**src/rtl/ulpb_tx_arbiter_if.sv**
```systemverilog
// Requester-side and node-side TX handshake bundle for ulpb_tx_arbiter.
// The slave modport is the arbiter. The master modport is the environment, which is the requesters plus the node.
interface ulpb_tx_arbiter_if #(
    parameter int NUM_REQ    = 4,
    parameter int ADDR_WIDTH = 8,
    parameter int DATA_WIDTH = 32
);
    logic [NUM_REQ-1:0]            REQ_REQ;
    logic [NUM_REQ-1:0]            REQ_PRIO;
    logic [NUM_REQ*ADDR_WIDTH-1:0] REQ_ADDR;
    logic [NUM_REQ*DATA_WIDTH-1:0] REQ_DATA;
    logic [NUM_REQ-1:0]            REQ_PEND;
    logic [NUM_REQ-1:0]            REQ_ACK;
    logic [NUM_REQ-1:0]            REQ_SUCC;
    logic [NUM_REQ-1:0]            REQ_FAIL;
    logic [NUM_REQ-1:0]            REQ_RESP_ACK;
    logic [ADDR_WIDTH-1:0]         TX_ADDR;
    logic [DATA_WIDTH-1:0]         TX_DATA;
    logic                          TX_PEND;
    logic                          TX_REQ;
    logic                          PRIORITY;
    logic                          TX_ACK;
    logic                          TX_SUCC;
    logic                          TX_FAIL;
    logic                          TX_RESP_ACK;

    modport slave (
        input  REQ_REQ, REQ_PRIO, REQ_ADDR, REQ_DATA, REQ_PEND, REQ_RESP_ACK,
        input  TX_ACK, TX_SUCC, TX_FAIL,
        output REQ_ACK, REQ_SUCC, REQ_FAIL,
        output TX_ADDR, TX_DATA, TX_PEND, TX_REQ, PRIORITY, TX_RESP_ACK
    );

    modport master (
        output REQ_REQ, REQ_PRIO, REQ_ADDR, REQ_DATA, REQ_PEND, REQ_RESP_ACK,
        output TX_ACK, TX_SUCC, TX_FAIL,
        input  REQ_ACK, REQ_SUCC, REQ_FAIL,
        input  TX_ADDR, TX_DATA, TX_PEND, TX_REQ, PRIORITY, TX_RESP_ACK
    );
endinterface

```
**src/rtl/ulpb_tx_arbiter.sv**
```systemverilog
// Shares one ulpb_node32 TX port among NUM_REQ requesters.
// The grant is held for a whole multi-word message and for its result handshake.
module ulpb_tx_arbiter #(
    parameter int NUM_REQ    = 4,
    parameter int ADDR_WIDTH = 8,
    parameter int DATA_WIDTH = 32
) (
    input  logic             CLKIN,
    input  logic             RESET,
    ulpb_tx_arbiter_if.slave bus
);
    localparam int GW = $clog2(NUM_REQ);

    typedef enum logic [1:0] {IDLE, ACTIVE, WAIT_RES, RESP} state_t;

    state_t               state;
    logic [GW-1:0]        gnt;
    logic [GW-1:0]        ptr;
    logic [GW-1:0]        ptr_next;
    logic                 last_word;
    logic                 acked;
    logic                 resp_ack;
    logic [NUM_REQ-1:0]   succ;
    logic [NUM_REQ-1:0]   fail;
    logic [NUM_REQ-1:0]   ack_vec;
    logic                 on_msg;
    logic                 tx_req;
    logic                 tx_pend;
    logic                 node_clr;
    logic                 req_clr;

    // The scan runs downward so that the lowest offset from start wins. Priority requesters beat plain ones.
    function automatic logic [GW-1:0] pick(input logic [NUM_REQ-1:0] req,
                                           input logic [NUM_REQ-1:0] prio,
                                           input logic [GW-1:0]      start);
        logic [GW-1:0] any_idx;
        logic [GW-1:0] pri_idx;
        logic [GW-1:0] idx;
        logic          has_pri;
        any_idx = '0;
        pri_idx = '0;
        has_pri = 1'b0;
        for (int k = NUM_REQ - 1; k >= 0; k--) begin
            idx = GW'((int'(start) + k) % NUM_REQ);
            if (req[idx]) begin
                any_idx = idx;
                if (prio[idx]) begin
                    pri_idx = idx;
                    has_pri = 1'b1;
                end
            end
        end
        return has_pri ? pri_idx : any_idx;
    endfunction

    assign on_msg   = (state == ACTIVE) || (state == WAIT_RES);
    assign tx_req   = (state == ACTIVE) && bus.REQ_REQ[gnt];
    assign tx_pend  = on_msg && bus.REQ_PEND[gnt];
    assign ptr_next = (gnt == GW'(NUM_REQ - 1)) ? '0 : gnt + 1'b1;

    assign bus.TX_REQ      = tx_req;
    assign bus.TX_PEND     = tx_pend;
    assign bus.PRIORITY    = on_msg && bus.REQ_PRIO[gnt];
    assign bus.TX_ADDR     = on_msg ? bus.REQ_ADDR[int'(gnt)*ADDR_WIDTH +: ADDR_WIDTH] : '0;
    assign bus.TX_DATA     = on_msg ? bus.REQ_DATA[int'(gnt)*DATA_WIDTH +: DATA_WIDTH] : '0;
    assign bus.TX_RESP_ACK = resp_ack;
    assign bus.REQ_SUCC    = succ;
    assign bus.REQ_FAIL    = fail;
    assign bus.REQ_ACK     = ack_vec;

    // After an abort no word is in flight, so a stray TX_ACK must not reach the requester.
    always_comb begin
        ack_vec = '0;
        if (state == ACTIVE)
            ack_vec[gnt] = bus.TX_ACK;
        else if (state == WAIT_RES)
            ack_vec[gnt] = bus.TX_ACK & last_word;
    end

    assign node_clr = !resp_ack || !(bus.TX_SUCC || bus.TX_FAIL);
    assign req_clr  = !(succ[gnt] || fail[gnt]) || bus.REQ_RESP_ACK[gnt];

    always_ff @(posedge CLKIN or posedge RESET) begin
        if (RESET) begin
            state     <= IDLE;
            gnt       <= '0;
            ptr       <= '0;
            last_word <= 1'b0;
            acked     <= 1'b0;
            resp_ack  <= 1'b0;
            succ      <= '0;
            fail      <= '0;
        end else begin
            case (state)
                IDLE: begin
                    last_word <= 1'b0;
                    acked     <= 1'b0;
                    if (|bus.REQ_REQ) begin
                        gnt   <= pick(bus.REQ_REQ, bus.REQ_PRIO, ptr);
                        state <= ACTIVE;
                    end
                end
                ACTIVE: begin
                    if (bus.TX_FAIL) begin
                        state <= WAIT_RES;
                    end else if (tx_req && bus.TX_ACK) begin
                        acked <= 1'b1;
                        if (!tx_pend) begin
                            last_word <= 1'b1;
                            state     <= WAIT_RES;
                        end
                    end else if (!bus.REQ_REQ[gnt] && !acked) begin
                        state <= IDLE;
                    end
                end
                WAIT_RES: begin
                    if (bus.TX_SUCC || bus.TX_FAIL) begin
                        fail[gnt] <= bus.TX_FAIL;
                        succ[gnt] <= bus.TX_SUCC && !bus.TX_FAIL;
                        resp_ack  <= 1'b1;
                        state     <= RESP;
                    end
                end
                RESP: begin
                    if (node_clr)
                        resp_ack <= 1'b0;
                    if (bus.REQ_RESP_ACK[gnt]) begin
                        succ[gnt] <= 1'b0;
                        fail[gnt] <= 1'b0;
                    end
                    if (node_clr && req_clr) begin
                        ptr   <= ptr_next;
                        state <= IDLE;
                    end
                end
                default: state <= IDLE;
            endcase
        end
    end
endmodule

```
**src/flat_wrapper.sv**
```systemverilog
// flat-port wrapper written by rule: the top's interface ports become plain ports
module ulpb_tx_arbiter_flat 
#(
    parameter int NUM_REQ    = 4,
    parameter int ADDR_WIDTH = 8,
    parameter int DATA_WIDTH = 32
)
  (CLKIN, RESET, bus_REQ_REQ, bus_REQ_PRIO, bus_REQ_ADDR, bus_REQ_DATA, bus_REQ_PEND, bus_REQ_RESP_ACK, bus_TX_ACK, bus_TX_SUCC, bus_TX_FAIL, bus_REQ_ACK, bus_REQ_SUCC, bus_REQ_FAIL, bus_TX_ADDR, bus_TX_DATA, bus_TX_PEND, bus_TX_REQ, bus_PRIORITY, bus_TX_RESP_ACK);
  ulpb_tx_arbiter_if #(.NUM_REQ(NUM_REQ), .ADDR_WIDTH(ADDR_WIDTH), .DATA_WIDTH(DATA_WIDTH)) bus_i ();
  input  logic CLKIN;
  input  logic RESET;
  input wire logic [$bits(bus_i.REQ_REQ)-1:0] bus_REQ_REQ;
  input wire logic [$bits(bus_i.REQ_PRIO)-1:0] bus_REQ_PRIO;
  input wire logic [$bits(bus_i.REQ_ADDR)-1:0] bus_REQ_ADDR;
  input wire logic [$bits(bus_i.REQ_DATA)-1:0] bus_REQ_DATA;
  input wire logic [$bits(bus_i.REQ_PEND)-1:0] bus_REQ_PEND;
  input wire logic [$bits(bus_i.REQ_RESP_ACK)-1:0] bus_REQ_RESP_ACK;
  input wire logic [$bits(bus_i.TX_ACK)-1:0] bus_TX_ACK;
  input wire logic [$bits(bus_i.TX_SUCC)-1:0] bus_TX_SUCC;
  input wire logic [$bits(bus_i.TX_FAIL)-1:0] bus_TX_FAIL;
  output wire logic [$bits(bus_i.REQ_ACK)-1:0] bus_REQ_ACK;
  output wire logic [$bits(bus_i.REQ_SUCC)-1:0] bus_REQ_SUCC;
  output wire logic [$bits(bus_i.REQ_FAIL)-1:0] bus_REQ_FAIL;
  output wire logic [$bits(bus_i.TX_ADDR)-1:0] bus_TX_ADDR;
  output wire logic [$bits(bus_i.TX_DATA)-1:0] bus_TX_DATA;
  output wire logic [$bits(bus_i.TX_PEND)-1:0] bus_TX_PEND;
  output wire logic [$bits(bus_i.TX_REQ)-1:0] bus_TX_REQ;
  output wire logic [$bits(bus_i.PRIORITY)-1:0] bus_PRIORITY;
  output wire logic [$bits(bus_i.TX_RESP_ACK)-1:0] bus_TX_RESP_ACK;
  assign bus_i.REQ_REQ = bus_REQ_REQ;
  assign bus_i.REQ_PRIO = bus_REQ_PRIO;
  assign bus_i.REQ_ADDR = bus_REQ_ADDR;
  assign bus_i.REQ_DATA = bus_REQ_DATA;
  assign bus_i.REQ_PEND = bus_REQ_PEND;
  assign bus_i.REQ_RESP_ACK = bus_REQ_RESP_ACK;
  assign bus_i.TX_ACK = bus_TX_ACK;
  assign bus_i.TX_SUCC = bus_TX_SUCC;
  assign bus_i.TX_FAIL = bus_TX_FAIL;
  assign bus_REQ_ACK = bus_i.REQ_ACK;
  assign bus_REQ_SUCC = bus_i.REQ_SUCC;
  assign bus_REQ_FAIL = bus_i.REQ_FAIL;
  assign bus_TX_ADDR = bus_i.TX_ADDR;
  assign bus_TX_DATA = bus_i.TX_DATA;
  assign bus_TX_PEND = bus_i.TX_PEND;
  assign bus_TX_REQ = bus_i.TX_REQ;
  assign bus_PRIORITY = bus_i.PRIORITY;
  assign bus_TX_RESP_ACK = bus_i.TX_RESP_ACK;
  ulpb_tx_arbiter #(.NUM_REQ(NUM_REQ), .ADDR_WIDTH(ADDR_WIDTH), .DATA_WIDTH(DATA_WIDTH)) u_core (.CLKIN(CLKIN), .RESET(RESET), .bus(bus_i));
endmodule
```
**config.mk**
```make
export PLATFORM = sky130hd
export DESIGN_NAME = ulpb_tx_arbiter_flat
export DESIGN_NICKNAME = d
export VERILOG_FILES = /design/src/rtl/ulpb_tx_arbiter_if.sv /design/src/rtl/ulpb_tx_arbiter.sv /design/src/flat_wrapper.sv
export SDC_FILE = /design/constraint.sdc
export NUM_CORES = 1
export LEC_CHECK = 0
export CELL_PAD_IN_SITES_DETAIL_PLACEMENT = 1
export CELL_PAD_IN_SITES_GLOBAL_PLACEMENT = 2
export CORE_ASPECT_RATIO = 1.4
export CORE_MARGIN = 2
export CORE_UTILIZATION = 17
export DETAILED_ROUTE_END_ITERATION = 8
export GPL_ROUTABILITY_DRIVEN = 0
export PLACE_DENSITY = 0.91
export SETUP_SLACK_MARGIN = 0.3
export SLEW_MARGIN = 25
export SYNTH_ARGS = -nofsm -noshare
export SYNTH_HDL_FRONTEND = slang
export SYNTH_SLANG_ARGS = --single-unit
export TNS_END_PERCENT = 20
```
**constraint.sdc**
```tcl
create_clock -name CLKIN -period 3.6 [get_ports CLKIN]
set_input_delay 0.54 -clock CLKIN [delete_from_list [all_inputs] [get_ports CLKIN]]
set_output_delay 0.54 -clock CLKIN [all_outputs]
set_load 0.005 [all_outputs]
```
# Yosys cells after proc, flatten, opt, wreduce, memory -nomap -nowiden
# Index checks and enable logic that the tools add are counted.
[totals] register_bits=17 input_bits=181 output_inout_bits=56 word_cells=154
[op_classes] addsub=4 magnitude_cmp=6 n_eq_ne=14 shift=2 muxes=84 bitwise=6 n_reduce_logical=30
[ops] operator="128-bit by 8-bit indexed part select with 32-bit output" n=1
[ops] operator="2-bit two-way mux" n=21
[ops] operator="1-bit two-way mux" n=32
[ops] operator="32-bit two-way mux" n=1
[ops] operator="32-bit by 6-bit indexed part select with 8-bit output" n=1
[ops] operator="1-bit binary-select mux with 2-bit select" n=14
[ops] operator="4-bit two-way mux" n=6
[ops] operator="4-bit AND" n=4
[ops] operator="4-bit one-hot mux with 2 select lines" n=2
[ops] operator="2-bit by 3-bit < comparator with 1-bit output (second input constant)" n=5
[ops] operator="3-bit AND reduction" n=3
[ops] operator="4-bit bitwise mux" n=2
[ops] operator="1-bit logical AND" n=8
[ops] operator="8-bit two-way mux" n=1
[ops] operator="2-bit by 1-bit inequality test with 1-bit output (second input constant)" n=4
[ops] operator="2-bit inequality test (second input constant)" n=4
[ops] operator="4-bit inequality test (second input constant)" n=2
[ops] operator="2-bit one-hot mux with 4 select lines" n=1
[ops] operator="2-bit == test (second input constant)" n=3
[ops] operator="1-bit zero test" n=6
[ops] operator="1-bit one-hot mux with 2 select lines" n=3
[ops] operator="1-bit logical OR" n=5
[ops] operator="5-bit AND reduction" n=1
[ops] operator="2-bit by 1-bit adder with 2-bit output (second input constant)" n=2
[ops] operator="11 further kinds" n=14

# Depth between registers and ports, before layout
# Gate-level depths: netlist (run 1).
[logic_depth] word_depth=14 ltp_mapped=7 depth_no_buf=7

# Worst setup path after synthesis (run 1)
# No wires, ideal clock.
[synth_timing] path_kind="flip-flop to output port" startpoint="register u_core.gnt[0]" endpoint="output port bus_TX_ADDR[0]" t_arrival_ns=1.575 required_time_ns=3.060 setup_slack_ns=1.485 stages_incl_launch_ff=6 n_path_buf=3 cell_sequence="dfrtp_1 -> buf_6 -> buf_4 -> buf_4 -> mux4_2 -> and2_1"
[synth_via] elab_chain_cells=2
[synth_lines] item="start, declared" line="ulpb_tx_arbiter.sv:17" source="logic [GW-1:0] gnt;"
[synth_lines] item="start signal, assigned" line="ulpb_tx_arbiter.sv:99" source="gnt <= pick(bus.REQ_REQ, bus.REQ_PRIO, ptr);"
[synth_lines] item="32-bit by 6-bit indexed part select with 8-bit output" line="ulpb_tx_arbiter.sv:64" source="assign bus.TX_ADDR = on_msg ? bus.REQ_ADDR[int'(gnt)*ADDR_WIDTH +: ADDR_WIDTH] : '0;"
[synth_lines] item="8-bit two-way mux" line="ulpb_tx_arbiter.sv:64"
[synth_lines] item="end, declared" line="flat_wrapper.sv:24" source="output wire logic [$bits(bus_i.TX_ADDR)-1:0] bus_TX_ADDR;"
# Every way passes these cells.

# Final worst setup path (run 1)
[layout_timing] startpoint="register u_core.gnt[1]" endpoint="output port bus_TX_DATA[9]"
[layout_via] elab_chain_cells=2
[layout_lines] item="128-bit by 8-bit indexed part select with 32-bit output" line="ulpb_tx_arbiter.sv:65" source="assign bus.TX_DATA = on_msg ? bus.REQ_DATA[int'(gnt)*DATA_WIDTH +: DATA_WIDTH] : '0;"
[layout_lines] item="32-bit two-way mux" line="ulpb_tx_arbiter.sv:65"
[layout_lines] item="end, declared" line="flat_wrapper.sv:25" source="output wire logic [$bits(bus_i.TX_DATA)-1:0] bus_TX_DATA;"
# Every way passes these cells.

==> impl_metrics.py, run 1 <==
metrics = {
    "power": {
        "p_seq_share_pct": 14.3,
        "internal_power_mw": 2.09,
        "clockPowerShare_pct": 6.6,
        "p_comb_share_pct": 79.1,
        "p_sw_share_pct": 38.6,
        "p_switching_mw": 1.32,
        "p_leak_nw": 1.93,
        "peakVddDrop_mv": 0.293,
        "power_mw": 3.41,
        "p_per_area_mw_per_mm2": 654,
    },
    "global_route": {
        "antenna_found_initial": 0,
        "overflow": 0,
        "grt_pass1_wl_mm": 19.0,
        "first_global_vias": 3281,
        "grt_max_degree": 39,
        "track_usage_pct": 15.5,
    },
    "clocking": {
        "cts_max_level": 1,
        "path_clk_slew_ns": 0.05,
        "cts_tree": "yes",
        "insertion_delay_ns": 0.25,
        "clock_path_buffers": 2,
        "cts_root_buffer": "clkbuf_16",
        "clock_sinks": 17,
        "hold_buffers": 0,
        "cts_resized": 0,
        "cts_buffers": 3,
        "post_cts_buffers": 0,
    },
    "critical_path": {
        "start_kind": "register",
        "ff2ff_setup_slack_ns": 1.03,
        "crit_buf_inv": 2,
        "cp.required_ns": 3.06,
        "critPathKind": "reg -> out",
        "r2r_start": "u_core.gnt[0]$_DFFE_PP0P_",
        "max_stage_delay_ns": 0.87,
        "reg2reg_depth": 7,
        "crit_family": "flip-flops",
        "worst_path_max_delay_cell": "dfrtp_2",
        "critPathMaxFanout": 30,
        "cp-end-kind": "output pin",
        "reg2reg_to": "u_core.bus.REQ_SUCC[0]$_DFFE_PP0P_",
        "arrival_ns": 2.44,
        "crit_chain": "buf_4 > mux4_2 > and2_1 > clkdlybuf4s50_1",
    },
    "routing": {
        "drt-total-wl_mm": 13.3,
        "drtIter0Drc": 81,
        "via_count": 3018,
        "vias_per_cell": 4.57,
        "drtPass1Iterations": 4,
        "ant_nets": 0,
        "avgRoutedWirePerCell_um": 20.2,
        "drcViolationCount": 0,
    },
    "worst_hold_path": {
        "min_from": "u_core.bus.REQ_FAIL[3]$_DFFE_PP0P_",
        "holdPathEnd": "u_core.bus.REQ_FAIL[3]$_DFFE_PP0P_",
        "min-delay-path-class": "reg -> reg",
        "hold_path_depth": 1,
    },
    "die": {
        "fp.dieArea_mm2": 0.0161,
        "start_util_pct": 17.2,
        "core_area_mm2": 0.0149,
        "rows": 53,
        "ios": 237,
        "die-height_um": 149,
        "die_width_um": 108,
    },
    "final_layout": {
        "multi_input_area_mm2": 0.00201,
        "regArea_um2": 430,
        "area_growth_pct": 103,
        "n_fill_cell": 1696,
        "drive_gt1_share_pct": 14.1,
        "layout.nets": 659,
        "design_area_mm2": 0.00521,
        "n_antenna_cell": 0,
    },
    "place": {
        "dp_hpwl_mm": 11.3,
        "port_buffers": 236,
        "post-place-ws_ns": 0.794,
        "dpl_cell_area_mm2": 0.00513,
    },
    "sta": {
        "finalSetupViolations": 0,
        "rsz0062_at_grt": "false",
        "setup_tns_ns": 0,
        "tightestPinTransition_ns": 0.772,
        "maxSlewHeadroom_pct": 48.6,
        "worst_slack_ns": 0.619,
        "period_needed_ns": 2.98,
        "fin_crit_sh_pct": 82.8,
        "hold_viol": 0,
        "slew_viol_final": 0,
        "fin_skew_ns": 0.00428,
        "clock.fmax_ghz": 0.335,
    },
    "yosys": {
        "ys_seq_area_share_pct": 16.6,
        "ys_seq_elements": 17,
        "synth_fa_ha_area_share_pct": 3.90,
        "synth_compound_area_share_pct": 7.74,
        "synth_xor_area_share_pct": 0,
        "syn_avg_cell_area_um2": 10.7,
        "yosysWarnings": 0,
        "netlist_area_mm2": 0.00257,
        "synth_edf_count": 0,
        "synth_fp_nets": 428,
        "synthSimpleGateAreaFrac_pct": 21.2,
        "synth_top_family_by_area": "multiplexers",
        "synth.area.mux_share_pct": 45.2,
        "yosysUniqueCellTypes": 39,
        "synthFlopType": "dfrtp_1",
        "synthCells": 239,
        "ys_async_sr_fraction_pct": 100,
    },
    "outcome": {
        "status": "finished clean",
    },
    "flow_run": {
        "drv_cap": 0,
    },
}
==> cells by family after synthesis <==
family	after synthesis
AND/OR/NAND/NOR	96
multiplexers	60
AO/OA/AOI/OAI	30
buffers and inverters	28
flip-flops	17
adder cells (fa/ha/maj)	8
==> state kept, by name, summed over array words and instances, names as in the netlist, named ones only <==
name / cells
u_core.bus.TX_RESP_ACK: 1
u_core.acked: 1
u_core.state: 1
u_core.bus.REQ_FAIL: 4
u_core.bus.REQ_SUCC: 4
u_core.gnt: 2
u_core.last_word: 1
u_core.ptr: 2
==> power by group through the flow <==
stage | Sequential [mW] | Combinational [mW] | Clock, mW
after floorplan | 0.343 | 1.46 | 0
after global placement | 0.492 | 2.69 | 0
after detailed placement | 0.499 | 2.74 | 0
after CTS | 0.496 | 2.76 | 0.229
after global routing | 0.518 | 2.93 | 0.234
final | 0.487 | 2.70 | 0.227
==> metal layers <==
layer / vias to the layer above / global-route usage (%) / part of all wire [%]
met5: - / 0 / 0
met4: 0 / 3.33 / 1.8
met3: 18 / 5.01 / 11
met2: 166 / 29.5 / 52
met1: 1469 / 16.3 / 35
li1: 1365 / - / -
==> metrics by stage <==
| step | cells | utilization [%] | hold slack, ns |
|---|---|---|---|
| final | 661 | 34.9 | 0.513 |
| after global routing | 661 | 34.9 | 0.528 |
| after CTS | 661 | 34.9 | 0.517 |
| after detailed placement | 657 | 34.4 | 0.506 |
| after global placement | 657 | 34.4 | 0.508 |
| after floorplan | 239 | - | 0.466 |
==> synthesized netlist by cell type (all sizes together), types with 6 or more instances <==
library cell,n,area share (%)
mux2,12,5.6
nand2,17,2.5
ha,8,3.9
inv,11,1.6
a21oi,6,1.3
and2,47,11
dfrtp,17,17
clkbuf,8,1.2
o21ai,10,1.9
nor2,12,1.8
mux4,43,38
buf,9,2.6
==> final cells by class <==
| type | instances | area share, % |
|---|---|---|
| well taps | 192 | 4.61 |
| repair buffers | 243 | 46.3 |
| flip-flops and latches | 17 | 8.26 |
| multi-input cells | 194 | 38.5 |
| clock buffers | 4 | 1.51 |
| inverters | 11 | 0.792 |
==> worst max path at each step <==
stage | startpoint | end | depth (start not counted)
2_1_floorplan | u_core.gnt[0]$_DFFE_PP0P_ | bus_TX_ADDR[0] | 5
3_3_place_gp | bus_REQ_REQ[3] | bus_TX_REQ | 4
3_5_place_dp | bus_REQ_REQ[3] | bus_TX_REQ | 4
4_1_cts | u_core.gnt[1]$_DFFE_PP0P_ | bus_TX_ADDR[3] | 4
5_1_grt | u_core.state[0]$_DFFE_PP0P_ | bus_TX_DATA[19] | 5
6_report | u_core.gnt[1]$_DFFE_PP0P_ | bus_TX_DATA[9] | 4
==> layout by cell type (no fill, tap or decap), types with 2 or more instances in the layout <==
cell,count
o21ai_0,10
mux4_2,43
o31ai_1,3
nand3_1,2
clkdlybuf4s50_1,236
a21oi_1,5
and2_1,47
clkbuf_16,3
dfrtp_1,15
mux2i_1,5
buf_4,7
nand2_1,17
o21a_1,2
nor3_1,2
mux2_2,5
mux2_1,5
nor2_1,12
nand4_1,2
nor2b_1,2
nor4_2,2
nand2b_1,4
mux2_4,2
inv_1,11
ha_1,8
nor3b_1,3
No activity file was read; power rests on OpenSTA's default activity.
==> inputs of run 2 (changes only) <==
- CORE_UTILIZATION: 17 -> 16
- PLACE_DENSITY: 0.91 -> 0.87
- clock period: 3.6 -> 2.95 ns (I/O delays scaled with it)
==> run 2 against run 1 <==
Net effect: worst setup slack got worse by 0.31 ns; register-to-register slack got worse by 0.39 ns; routed wire length increased by 9.6%; critical path depth did not move; die area rose by 6.0%; sequential share of layout area shrank 0.12 points; combinational power rose by 34%.
==> impl_metrics.py, run 2 (synthesized netlist as in run 1, its figures left out) <==
metrics = {
    "sta": {
        "hold_viol": 0,
        "tightestPinTransition_ns": 0.700,
        "finalSetupViolations": 0,
        "maxSlewHeadroom_pct": 53.3,
        "holdWs_ns": 0.525,
        "period_needed_ns": 2.64,
        "setup_tns_ns": 0,
        "slew_viol_final": 0,
        "fin_skew_ns": 0.000683,
        "fin_crit_sh_pct": 89.5,
        "clock.fmax_ghz": 0.379,
        "rsz0062_at_grt": "true",
    },
    "clocking": {
        "cts_root_buffer": "clkbuf_16",
        "insertion_delay_ns": 0.25,
        "clock_path_buffers": 2,
        "path_clk_slew_ns": 0.05,
        "cts_max_level": 1,
        "hold_buffers": 0,
        "clock_sinks": 17,
        "cts_buffers": 3,
        "cts_tree": "yes",
    },
    "critical_path": {
        "start_kind": "input pin",
        "arrival_ns": 2.20,
        "crit_buf_inv": 2,
        "worstSetupStartpoint": "bus_REQ_REQ[3]",
        "cp_common_cell": "clkdlybuf4s50_1",
        "max_stage_delay_ns": 0.58,
        "worst_path_max_delay_cell": "mux4_2",
        "critPathKind": "in -> out",
        "r2r_start": "u_core.gnt[0]$_DFFE_PP0P_",
        "crit_chain": "clkdlybuf4s50_1 > mux4_2 > and2_1 > clkdlybuf4s50_1",
        "cp-end-kind": "output pin",
        "cp.required_ns": 2.51,
        "critPathMaxFanout": 7,
        "crit_family": "buffers and inverters",
    },
    "final_layout": {
        "regArea_um2": 433,
        "design_area_mm2": 0.00532,
        "area_growth_pct": 107,
        "drive_gt1_share_pct": 15.2,
        "n_fill_cell": 1785,
        "layout.nets": 665,
        "layout_common_cells": "clkdlybuf4s50_1 (229), and2_1 (47), mux4_2 (43)",
        "multi_input_area_mm2": 0.00201,
        "mostFrequentLayoutCell": "clkdlybuf4s50_1",
        "fin_cells": 674,
    },
    "die": {
        "fp.dieArea_mm2": 0.0171,
        "ios": 237,
        "rows": 54,
        "core_area_mm2": 0.0157,
        "start_util_pct": 16.4,
        "die_width_um": 111,
        "die-height_um": 154,
    },
    "place": {
        "dp_hpwl_mm": 12.5,
        "dp_cells": 662,
        "dpl_cell_area_mm2": 0.00517,
        "port_buffers": 236,
    },
    "global_route": {
        "grt_pass1_wl_mm": 21.6,
        "antenna_found_initial": 4,
        "grt_max_degree": 42,
        "track_usage_pct": 16.3,
        "overflow": 0,
        "first_global_vias": 3452,
    },
    "routing": {
        "drtPass1Iterations": 4,
        "drtIter0Drc": 105,
        "drt-total-wl_mm": 14.6,
        "avgRoutedWirePerCell_um": 21.7,
        "vias_per_cell": 4.54,
        "via_count": 3063,
        "ant_nets": 0,
        "drcViolationCount": 0,
    },
    "worst_hold_path": {
        "min-delay-path-class": "reg -> reg",
        "min_from": "u_core.bus.REQ_FAIL[3]$_DFFE_PP0P_",
    },
    "power": {
        "p_per_area_mw_per_mm2": 826,
        "power_mw": 4.39,
        "p_leak_nw": 2.04,
        "peakVddDrop_mv": 0.412,
    },
    "flow_run": {
        "drv_cap": 0,
    },
    "outcome": {
        "status": "finished clean",
    },
}
-- run 2: cell types whose count changed in the layout (fill, tap and decap cells not counted), sizes merged --
| cell | change |
|---|---|
| buf | +6 |
| dlygate4sd2 | +3 |
| clkdlybuf4s50 | -7 |
| diode | +3 |
| dlymetal6s2s | +4 |
-- run 2: metrics by stage --
step	worst slack, ns	utilization [%]
final	0.309	33.9
after detailed placement	0.329	33.0
after global placement	0.341	33.0
after global routing	0.234	33.9
after CTS	0.278	33.7
after floorplan	0.932	-
-- run 2: worst reg2reg max path, cell delays in order (launching register included) --
cell and delay (ns):
dfrtp_4 0.49, buf_4 0.20, buf_4 0.21, mux4_2 0.52
mux2i_1 0.18, a21oi_2 0.08, nand2_1 0.15, mux2_2 0.35
-- run 2: worst paths after layout --
check | end | slack, ns | cells after the start
worst min register to register | u_core.bus.REQ_FAIL[3]$_DFFE_PP0P_ | 0.52 | 1
min in group asynchronous | u_core.bus.REQ_FAIL[2]$_DFFE_PP0P_ | 0.61 | 2
max in group asynchronous | u_core.gnt[0]$_DFFE_PP0P_ | 1.83 | 2
worst max register to register | u_core.bus.REQ_FAIL[0]$_DFFE_PP0P_ | 0.64 | 7
worst max-delay path | bus_TX_REQ | 0.31 | 4
worst min-delay path | u_core.bus.REQ_FAIL[3]$_DFFE_PP0P_ | 0.52 | 1
-- run 2: cell type report --
type,count,area share (%)
inverters,11,0.776
multi-input cells,194,37.7
well taps,196,4.61
clock buffers,4,1.48
diodes,3,0.141
flip-flops and latches,17,8.14
repair buffers,249,47.1
-- run 2: timing repair --
action	CTS	global route
gates resized for setup	6	6
pin swaps	0	0
setup buffers	4	1
endpoints found under the setup margin	33	27
-- run 2: routing by layer --
metal | GRT usage [%] | up-vias | part of all wire, % | wire length, µm
li1 | - | 1382 | - | -
met1 | 17.3 | 1492 | 35 | 5170
met2 | 29.0 | 178 | 50 | 7260
met3 | 9.58 | 9 | 14 | 2070
met4 | 2.00 | 2 | 0.58 | 85
met5 | 0 | - | 0.069 | 10
-- run 2: where the power goes --
part           leakage, nW  switching, mW  internal (mW)  total (mW)
clock               0.0382         0.0886          0.183       0.272
sequential           0.210          0.140          0.348       0.488
combinational         1.79           1.51           2.12        3.63
total                 2.04           1.74           2.65        4.39
